==> config.mk <==
export PLATFORM = sky130hd
export DESIGN_NAME = wash_bay_arbiter
export DESIGN_NICKNAME = d
export VERILOG_FILES = /design/src/rtl/wash_bay_arbiter.sv
export SDC_FILE = /design/constraint.sdc
export NUM_CORES = 1
export LEC_CHECK = 0
export CAP_MARGIN = 20
export CELL_PAD_IN_SITES_DETAIL_PLACEMENT = 2
export CELL_PAD_IN_SITES_GLOBAL_PLACEMENT = 2
export CORE_UTILIZATION = 32
export DETAILED_ROUTE_END_ITERATION = 12
export PLACE_DENSITY_LB_ADDON = 0.1
export SLEW_MARGIN = 15
export SYNTH_ARGS = -nofsm -noshare
export SYNTH_HDL_FRONTEND = slang
export SYNTH_SLANG_ARGS = --single-unit
export TNS_END_PERCENT = 1
==> constraint.sdc <==
create_clock -name clk -period 3.2 [get_ports clk]
set_input_delay 0.48 -clock clk [delete_from_list [all_inputs] [get_ports clk]]
set_output_delay 0.48 -clock clk [all_outputs]
set_load 0.05 [all_outputs]
==> src/rtl/wash_bay_arbiter.sv <==
// wash_bay_arbiter
//   Shares one washing machine between N_STATIONS coin stations. Pending
//   stations are served round-robin. For each winner the arbiter pulses the
//   machine's coin input, holds the double-wash select, relays the winner's
//   pause request, and waits for a fresh rising edge on wash_done. Completion
//   is acknowledged to the winner. A watchdog aborts a run that never
//   completes and reports the aborted station.
//
// Ports
//   clk             in   1   system clock, rising edge
//   rst             in   1   asynchronous active-high reset
//   req             in   N   level request per station
//   dbl_req         in   N   double-wash select, sampled at grant
//   pause_req       in   N   pause request; only the owner's bit is used
//   grant           out  N   one-hot current owner, 0 when idle
//   busy            out  1   machine owned
//   wm_coin_in      out  1   coin pulse to the machine (START only)
//   wm_double_wash  out  1   double-wash select to the machine
//   wm_timer_pause  out  1   pause relay to the machine (RUN only)
//   wm_wash_done    in   1   wash finished indication from the machine
//   done_ack        out  N   one-cycle completion pulse to the owner
//   fault           out  1   one-cycle pulse on watchdog abort
//   fault_id        out  3   index of the last aborted station
module wash_bay_arbiter #(
  parameter int N_STATIONS  = 4,
  parameter int TIMEOUT_W   = 16,
  parameter int TIMEOUT_CYC = 50000
) (
  input  logic                  clk,
  input  logic                  rst,
  input  logic [N_STATIONS-1:0] req,
  input  logic [N_STATIONS-1:0] dbl_req,
  input  logic [N_STATIONS-1:0] pause_req,
  output logic [N_STATIONS-1:0] grant,
  output logic                  busy,
  output logic                  wm_coin_in,
  output logic                  wm_double_wash,
  output logic                  wm_timer_pause,
  input  logic                  wm_wash_done,
  output logic [N_STATIONS-1:0] done_ack,
  output logic                  fault,
  output logic [2:0]            fault_id
);

  localparam int IDX_W = $clog2(N_STATIONS);

  typedef enum logic [2:0] {
    S_IDLE,
    S_START,
    S_RUN,
    S_DONE,
    S_ABORT
  } state_t;

  state_t                 r_state;
  state_t                 w_state_nxt;
  // The round-robin pointer doubles as the owner index once a grant is made.
  logic [IDX_W-1:0]       r_rr_ptr;
  logic [TIMEOUT_W-1:0]   r_wd;
  logic                   r_done_prev;
  logic [2:0]             r_fault_id;
  logic                   r_dbl;

  logic                   w_found;
  logic [IDX_W-1:0]       w_win;
  int                     w_idx;
  logic                   w_pause;
  logic                   w_done_edge;
  logic                   w_wd_hit;
  logic [N_STATIONS-1:0]  w_onehot;

  // Round-robin search: first requester strictly after the pointer, wrapping.
  always_comb begin
    w_found = 1'b0;
    w_win   = r_rr_ptr;
    w_idx   = 0;
    for (int i = 1; i <= N_STATIONS; i++) begin
      w_idx = (int'(r_rr_ptr) + i) % N_STATIONS;
      if (!w_found && req[IDX_W'(w_idx)]) begin
        w_found = 1'b1;
        w_win   = IDX_W'(w_idx);
      end
    end
  end

  assign w_pause     = (r_state == S_RUN) && pause_req[r_rr_ptr];
  // Only a fresh 0->1 transition counts; a level already high is ignored.
  assign w_done_edge = wm_wash_done && !r_done_prev;
  assign w_wd_hit    = !w_pause && (r_wd == TIMEOUT_W'(TIMEOUT_CYC - 1));

  // ---- state register ----
  always_ff @(posedge clk or posedge rst) begin
    if (rst) begin
      r_state <= S_IDLE;
    end else begin
      r_state <= w_state_nxt;
    end
  end

  // ---- next state and outputs ----
  always_comb begin
    w_state_nxt    = r_state;
    w_onehot       = '0;
    w_onehot[r_rr_ptr] = 1'b1;
    grant          = '0;
    busy           = 1'b0;
    wm_coin_in     = 1'b0;
    wm_double_wash = 1'b0;
    wm_timer_pause = 1'b0;
    done_ack       = '0;
    fault          = 1'b0;
    unique case (r_state)
      S_IDLE: begin
        if (w_found) w_state_nxt = S_START;
      end
      S_START: begin
        grant          = w_onehot;
        busy           = 1'b1;
        wm_coin_in     = 1'b1;
        wm_double_wash = r_dbl;
        w_state_nxt    = S_RUN;
      end
      S_RUN: begin
        grant          = w_onehot;
        busy           = 1'b1;
        wm_double_wash = r_dbl;
        wm_timer_pause = w_pause;
        // Completion wins over a timeout landing in the same cycle.
        if (w_done_edge)   w_state_nxt = S_DONE;
        else if (w_wd_hit) w_state_nxt = S_ABORT;
      end
      S_DONE: begin
        grant       = w_onehot;
        busy        = 1'b1;
        done_ack    = w_onehot;
        w_state_nxt = S_IDLE;
      end
      S_ABORT: begin
        grant       = w_onehot;
        busy        = 1'b1;
        fault       = 1'b1;
        w_state_nxt = S_IDLE;
      end
      default: w_state_nxt = S_IDLE;
    endcase
  end

  // ---- control registers: pointer, watchdog, done history, fault id ----
  always_ff @(posedge clk or posedge rst) begin
    if (rst) begin
      r_rr_ptr    <= IDX_W'(N_STATIONS - 1);
      r_wd        <= '0;
      r_done_prev <= 1'b0;
      r_fault_id  <= '0;
    end else begin
      r_done_prev <= wm_wash_done;
      if (r_state == S_IDLE && w_found) r_rr_ptr <= w_win;
      if (r_state == S_START) begin
        r_wd <= '0;
      end else if (r_state == S_RUN && !w_pause) begin
        r_wd <= r_wd + 1'b1;
      end
      if (r_state == S_RUN && w_state_nxt == S_ABORT) r_fault_id <= 3'(r_rr_ptr);
    end
  end

  // ---- grant-time data latch ----
  always_ff @(posedge clk) begin
    if (r_state == S_IDLE && w_found) r_dbl <= dbl_req[w_win];
  end

  assign fault_id = r_fault_id;

endmodule

======== After elaboration in Yosys (flattened, before gate mapping) ========
Index checks and enable logic that the tools add are counted.
operators by class
  muxes and demuxes ....................... 39
  equal/unequal tests ..................... 6
  magnitude comparators ................... 7
  bitwise gates (word level) .............. 0
  divide/modulo/power cells ............... 0
  multiply operators ...................... 0
  reduce and logical (&&, ||, !) cells .... 19
  $add $sub $neg .......................... 5
  shifts and indexed selects .............. 0
operator list
  cell                     count
  $mux W16                 2
  $mux W1                  20
  $add A16 B1 Y16 const B  1
  $eq A16 B16 Y1 const B   1
  $lt A2 B4 Y1 const B     4
  $bmux W1 S2              6
  $logic_and A1 B1 Y1      10
  $mux W3                  3
  $pmux W3 S3              1
  $mux W2                  4
  $mux W4                  2
  $eq A3 B2 Y1 const B     2
  $eq A3 B3 Y1 const B     2
  $lt A2 B3 Y1 const B     2
  $logic_not A1 Y1         5
  $add A2 B1 Y2 const B    2
  $add A2 B2 Y2 const B    2
  $reduce_or A4 Y1         1
  $eq A3 B1 Y1 const B     1
  $logic_not A3 Y1         1
  $demux W1 S2             1
  $ge A2 B1 Y1 const B     1
  $reduce_bool A2 Y1       1
  $reduce_or A2 Y1         1
word-level totals
  bits of input ports ..................... 15
  ROM bits ................................ 0
  bits in writable memories ............... 0
  output and inout port bits .............. 16
  logic and storage cells ................. 82
  latch bits .............................. 0
  memories kept ........................... 0
  bits in registers ....................... 25

======== Depth between registers and ports, before layout ========
  word-level depth ........................ 18
  mapped depth ............................ 10
  mapped depth without buffers ............ 8

======== Least setup slack after synthesis ========
No wires, ideal clock.
  path type ............................... flip-flop to flip-flop
  from .................................... register r_rr_ptr[0]
  to ...................................... register r_dbl (data pin)
  arrival time ............................ 2,531 ps
  setup slack ............................. 406 ps
  buffers on the path ..................... 2
  cell stages (with the launch flop) ...... 11
  data required time ...................... 2,937 ps
  period minus slack after synthesis ...... 2,794 ps
  cell sequence ........................... dfstp_2 buf_4 inv_1 ha_1 clkbuf_2 mux4_2 nor2_2 nand2_1 a222oi_1 mux2i_1 mux2i_1
on the way
  longest elaborated chain between the ends .. 16
  elaborated cells on any way between the ends .. 31
ends and longest elaborated chain
  what                                        line  RTL
  start, declared                             58    logic [IDX_W-1:0] r_rr_ptr;
  start signal, assigned                      151   r_rr_ptr <= IDX_W'(N_STATIONS - 1);
  start signal, assigned                      157   if (r_state == S_IDLE && w_found) r_rr_ptr <= w_win;
  $add A2 B1 Y2                               78    w_idx = (int'(r_rr_ptr) + i) % N_STATIONS;
  $bmux W1 S2                                 79    if (!w_found && req[IDX_W'(w_idx)]) begin
  $mux W1 (implied by the code) (2 in a row)  79
  $mux W1                                     79
  $logic_not A1 Y1                            79
  $logic_and A1 B1 Y1                         79
  $mux W1                                     79
  $logic_not A1 Y1                            79
  $logic_and A1 B1 Y1                         79
  $mux W1                                     79
  $logic_not A1 Y1                            79
  $logic_and A1 B1 Y1                         79
  $mux W2 (*)                                 79
  $bmux W1 S2 (*)                             169   if (r_state == S_IDLE && w_found) r_dbl <= dbl_req[w_win];
  $mux W1 (implied by the code) (*)           169
  end signal, assigned                        169
  end, declared                               62    logic r_dbl;
Mark *: on every way between the ends. The rest lies on a longest branch, timed or not. The select of a mux whose other input is x is not followed.
A chain may end at the register's enable or synchronous reset.

======== Worst setup path after layout ========
  from .................................... register r_rr_ptr[0]
  to ...................................... output wm_timer_pause
on the way
  longest elaborated chain between the ends .. 4
ends and longest elaborated chain
  what                           line  RTL
  $bmux W1 S2                    86    assign w_pause = (r_state == S_RUN) && pause_req[r_rr_ptr];
  $mux W1 (implied by the code)  86
  $logic_and A1 B1 Y1            86
  $mux W1                        112   unique case (r_state)
  end, declared                  38    output logic wm_timer_pause,
Every way passes these cells. The select of a mux whose other input is x is not followed.

==> impl_metrics.env <==
export IMPL_status="complete, no violations"
export IMPL_synth_nets=192
export IMPL_path_depth=3
export IMPL_crit_arrival_ns=2.50
export IMPL_grt_pass1_wl_um=7420
export IMPL_synth_compound_area_share_pct=6.49
export IMPL_hp_class="in2async"
export IMPL_antenna_found_initial=0
export IMPL_switching_share_pct=45.4
export IMPL_drcViolationCount=0
export IMPL_power_leakage_nw=0.882
export IMPL_rsz0062_at_grt="no"
export IMPL_num_rows=25
export IMPL_io_buffers=29
export IMPL_synth_fa_ha_area_share_pct=3.77
export IMPL_min_period_ns=2.98
export IMPL_cp_max_fo=16
export IMPL_crit_end="wm_timer_pause"
export IMPL_cp_buffers_inverters=1
export IMPL_ant_nets=0
export IMPL_cts_made_buffers=3
export IMPL_syn_area_per_cell_um2=9.64
export IMPL_clock_fmax_ghz=0.336
export IMPL_antenna_cells=0
export IMPL_die_x_um=74.0
export IMPL_fill_cells=515
export IMPL_combPwrFrac_pct=61.3
export IMPL_seq_area_um2=637
export IMPL_rr_startpoint="r_rr_ptr[0]"
export IMPL_max_cap_violations=0
export IMPL_synth_mux_area_share_pct=11.4
export IMPL_fin_ws_ns=0.220
export IMPL_ys_ff_latch=25
export IMPL_reg2reg_depth=9
export IMPL_clock_skew_ns=0.00660
export IMPL_dieArea_mm2=0.00547
export IMPL_dr_pass1_iters=4
export IMPL_utilization_pct=43.4
export IMPL_stdcell_area_mm2=0.00210
export IMPL_slew_headroom_pct=56.3
export IMPL_cts_root_buf="clkbuf_8"
export IMPL_wire_per_inst_um=16.2
export IMPL_drt_initial_drc_count=35
export IMPL_place_gp_congestion=0.786
export IMPL_cts_setup_buffers=0
export IMPL_slowest_stage="dfstp_4"
export IMPL_power_density_mw_per_mm2=795
export IMPL_core_mm2=0.00485
export IMPL_synth_edf_count=1
export IMPL_reg2reg_to="r_dbl"
export IMPL_dpl_instance_area_mm2=0.00203
export IMPL_fin_crit_sh_pct=93.1
export IMPL_netlist_area_mm2=0.00166
export IMPL_pwr_share_clk_pct=11.4
export IMPL_postCtsResizedCells=0
export IMPL_cts_sinks=25
export IMPL_worst_slew_pin_slew_ns=0.654
export IMPL_cts_tree="built"
export IMPL_grt_max_degree=25
export IMPL_ys_seq_area_share_pct=38.2
export IMPL_power_frac_seq_pct=27.3
export IMPL_required_ns=2.72
export IMPL_die_h_um=74.0
export IMPL_synth_simple_area_share_pct=28.4
export IMPL_layout_nets=224
export IMPL_p_sw_uw=759
export IMPL_cts_buffer_depth=2
export IMPL_multi_input_area_um2=961
export IMPL_max_vdd_ir_drop_v=0.000262
export IMPL_synth_top_family_by_area="simple AND/OR/NAND/NOR gates"
export IMPL_drive_gt1_share_pct=12.3
export IMPL_timing_setup_tns_ns=0
export IMPL_drt_wl_total_um=4370
export IMPL_r2r_setup_slack_ns=0.30
export IMPL_synth_main_ff_cell="dfrtp_1"
export IMPL_overflow=0
export IMPL_startpoint="r_rr_ptr[0]"
export IMPL_start_util_pct=34.2
export IMPL_cts_hold_fix_buffers=0
export IMPL_grt_pass1_vias=1485
export IMPL_cp_top_family="flip-flops"
export IMPL_worst_setup_path_end_kind="primary output"
export IMPL_vias_per_cell=5.19
export IMPL_drv_slew=0
export IMPL_pre_cts_ws_ns=0.232
export IMPL_synthArstFlopShare_pct=96.0
export IMPL_p_int_uw=914
export IMPL_netlist_cell_type_count=46
export IMPL_slowest_delay_ns=0.74
export IMPL_clk_pin_slew_ns=0.09
export IMPL_finalSetupViolCount=0
export IMPL_finalHoldViolCount=0
export IMPL_worst_setup_path_start_kind="register"
export IMPL_routed_via_count=1401
export IMPL_syn2layout_area_growth_pct=26.9
export IMPL_htreeDepth=1
export IMPL_path_cells="mux4_2 -> and2_1 -> clkdlybuf4s50_1"
export IMPL_io_pins=31
export IMPL_insertion_delay_ns=0.27
export IMPL_syn_inst=172
export IMPL_dpl_hpwl_um=3340
export IMPL_track_usage_pct=17.9
export IMPL_synth_xor_area_share_pct=7.40
export IMPL_worstSetupPathType="reg2out"
export IMPL_yosysWarnings=0
==> cells in the mapped netlist, types with 2 or more instances <==
| cell type | number | area [um2] |
|---|---|---|
| mux4_2 | 3 | 67.6 |
| and2_1 | 11 | 68.8 |
| buf_2 | 3 | 15.0 |
| or3_1 | 2 | 12.5 |
| inv_1 | 4 | 15.0 |
| and3b_1 | 2 | 17.5 |
| dfrtp_1 | 22 | 551 |
| nand2_1 | 10 | 37.5 |
| nor3b_1 | 2 | 15.0 |
| dfstp_2 | 2 | 52.6 |
| xnor2_1 | 5 | 43.8 |
| nand4_1 | 8 | 50.1 |
| nor4_1 | 6 | 37.5 |
| mux2i_1 | 5 | 50.1 |
| buf_4 | 2 | 15.0 |
| o21ai_0 | 3 | 15.0 |
| nand3_1 | 3 | 15.0 |
| o21bai_1 | 3 | 22.5 |
| nor2_1 | 26 | 97.6 |
| a21oi_1 | 6 | 30.0 |
| nand2b_1 | 3 | 18.8 |
| ha_1 | 5 | 62.6 |
| xor2_1 | 9 | 78.8 |
| clkbuf_1 | 2 | 7.51 |
| mux2_2 | 4 | 45.0 |
==> per-layer routing <==
| metal | vias up | wire length (um) | track usage (%) |
|---|---|---|---|
| li1 | 661 | - | - |
| met1 | 711 | 2090 | 23.5 |
| met2 | 27 | 2110 | 31.0 |
| met3 | 2 | 154 | 3.93 |
| met4 | 0 | 17 | 2.56 |
| met5 | - | 0 | 0 |
==> cell usage in the layout, fill, tap and decap left out, types with 2 or more instances in the layout <==
cell	instances
nand3_1	3
buf_4	6
nand2_1	10
xor2_1	9
mux4_2	3
o21ai_0	3
clkdlybuf4s50_1	29
ha_1	5
clkbuf_8	3
and3b_1	2
xnor2_1	5
mux2i_1	5
nor2_1	26
inv_1	4
a21oi_1	6
nand2b_1	3
nor4_1	6
dfrtp_1	22
or3_1	2
and2_1	11
nand4_1	8
mux2_2	4
o21bai_1	3
==> registers in the layout, indices dropped and copies added (netlist names) <==
register,count
r_dbl,1
fault_id,2
r_state,3
r_done_prev,1
r_rr_ptr,2
r_wd,16
==> layout make-up <==
type | count | share of cell area, %
well taps | 67 | 3.98
inverters | 4 | 0.713
repair buffers | 36 | 17.2
clock buffers | 4 | 2.14
multi-input cells | 134 | 45.7
flip-flops and latches | 25 | 30.3
==> through the flow <==
step,hold WS [ns],power [mW],instances
2_1_floorplan,0.493,1.17,172
5_1_grt,0.503,1.80,270
6_report,0.484,1.67,270
4_1_cts,0.524,1.69,269
3_3_place_gp,0.497,1.45,265
3_5_place_dp,0.500,1.49,265
==> cells by family (layout without fill, tap and decap cells) <==
kind of cell,after synthesis,after routing
DFF,25,25
buffers and inverters,13,44
AOI/OAI and AO/OA,17,17
muxes,13,13
adders and majority gates,5,5
xor gates and xnor gates,14,14
other,1,1
and+or+nand+nor,84,84
==> worst reg2reg max path, stage by stage (launching register included) <==
cell	delay [ns]
dfstp_4	0.74
inv_1	0.12
ha_1	0.43
mux4_2	0.37
nor2_2	0.13
nand2_1	0.07
a222oi_1	0.31
buf_4	0.19
mux2i_1	0.18
mux2i_1	0.09
==> worst min-delay path by stage <==
stage / cells past startpoint / slack (ns) / end / startpoint
final: 2 / 0.48 / r_state[0] / rst
after floorplan: 1 / 0.49 / fault_id[0] / rst
after detailed placement: 1 / 0.50 / fault_id[1] / fault_id[1]
after global routing: 2 / 0.50 / r_state[0] / rst
after global placement: 1 / 0.50 / fault_id[0] / fault_id[0]
after CTS: 1 / 0.52 / fault_id[1] / fault_id[1]
==> power by group through the flow <==
stage / clock [mW] / sequential [mW] / combinational (mW)
after floorplan: 0 / 0.432 / 0.738
after global routing: 0.212 / 0.469 / 1.12
after global placement: 0 / 0.454 / 0.993
after detailed placement: 0 / 0.460 / 1.03
after CTS: 0.202 / 0.454 / 1.04
final: 0.190 / 0.457 / 1.03
Note: power is estimated with default switching activity, not from simulation.
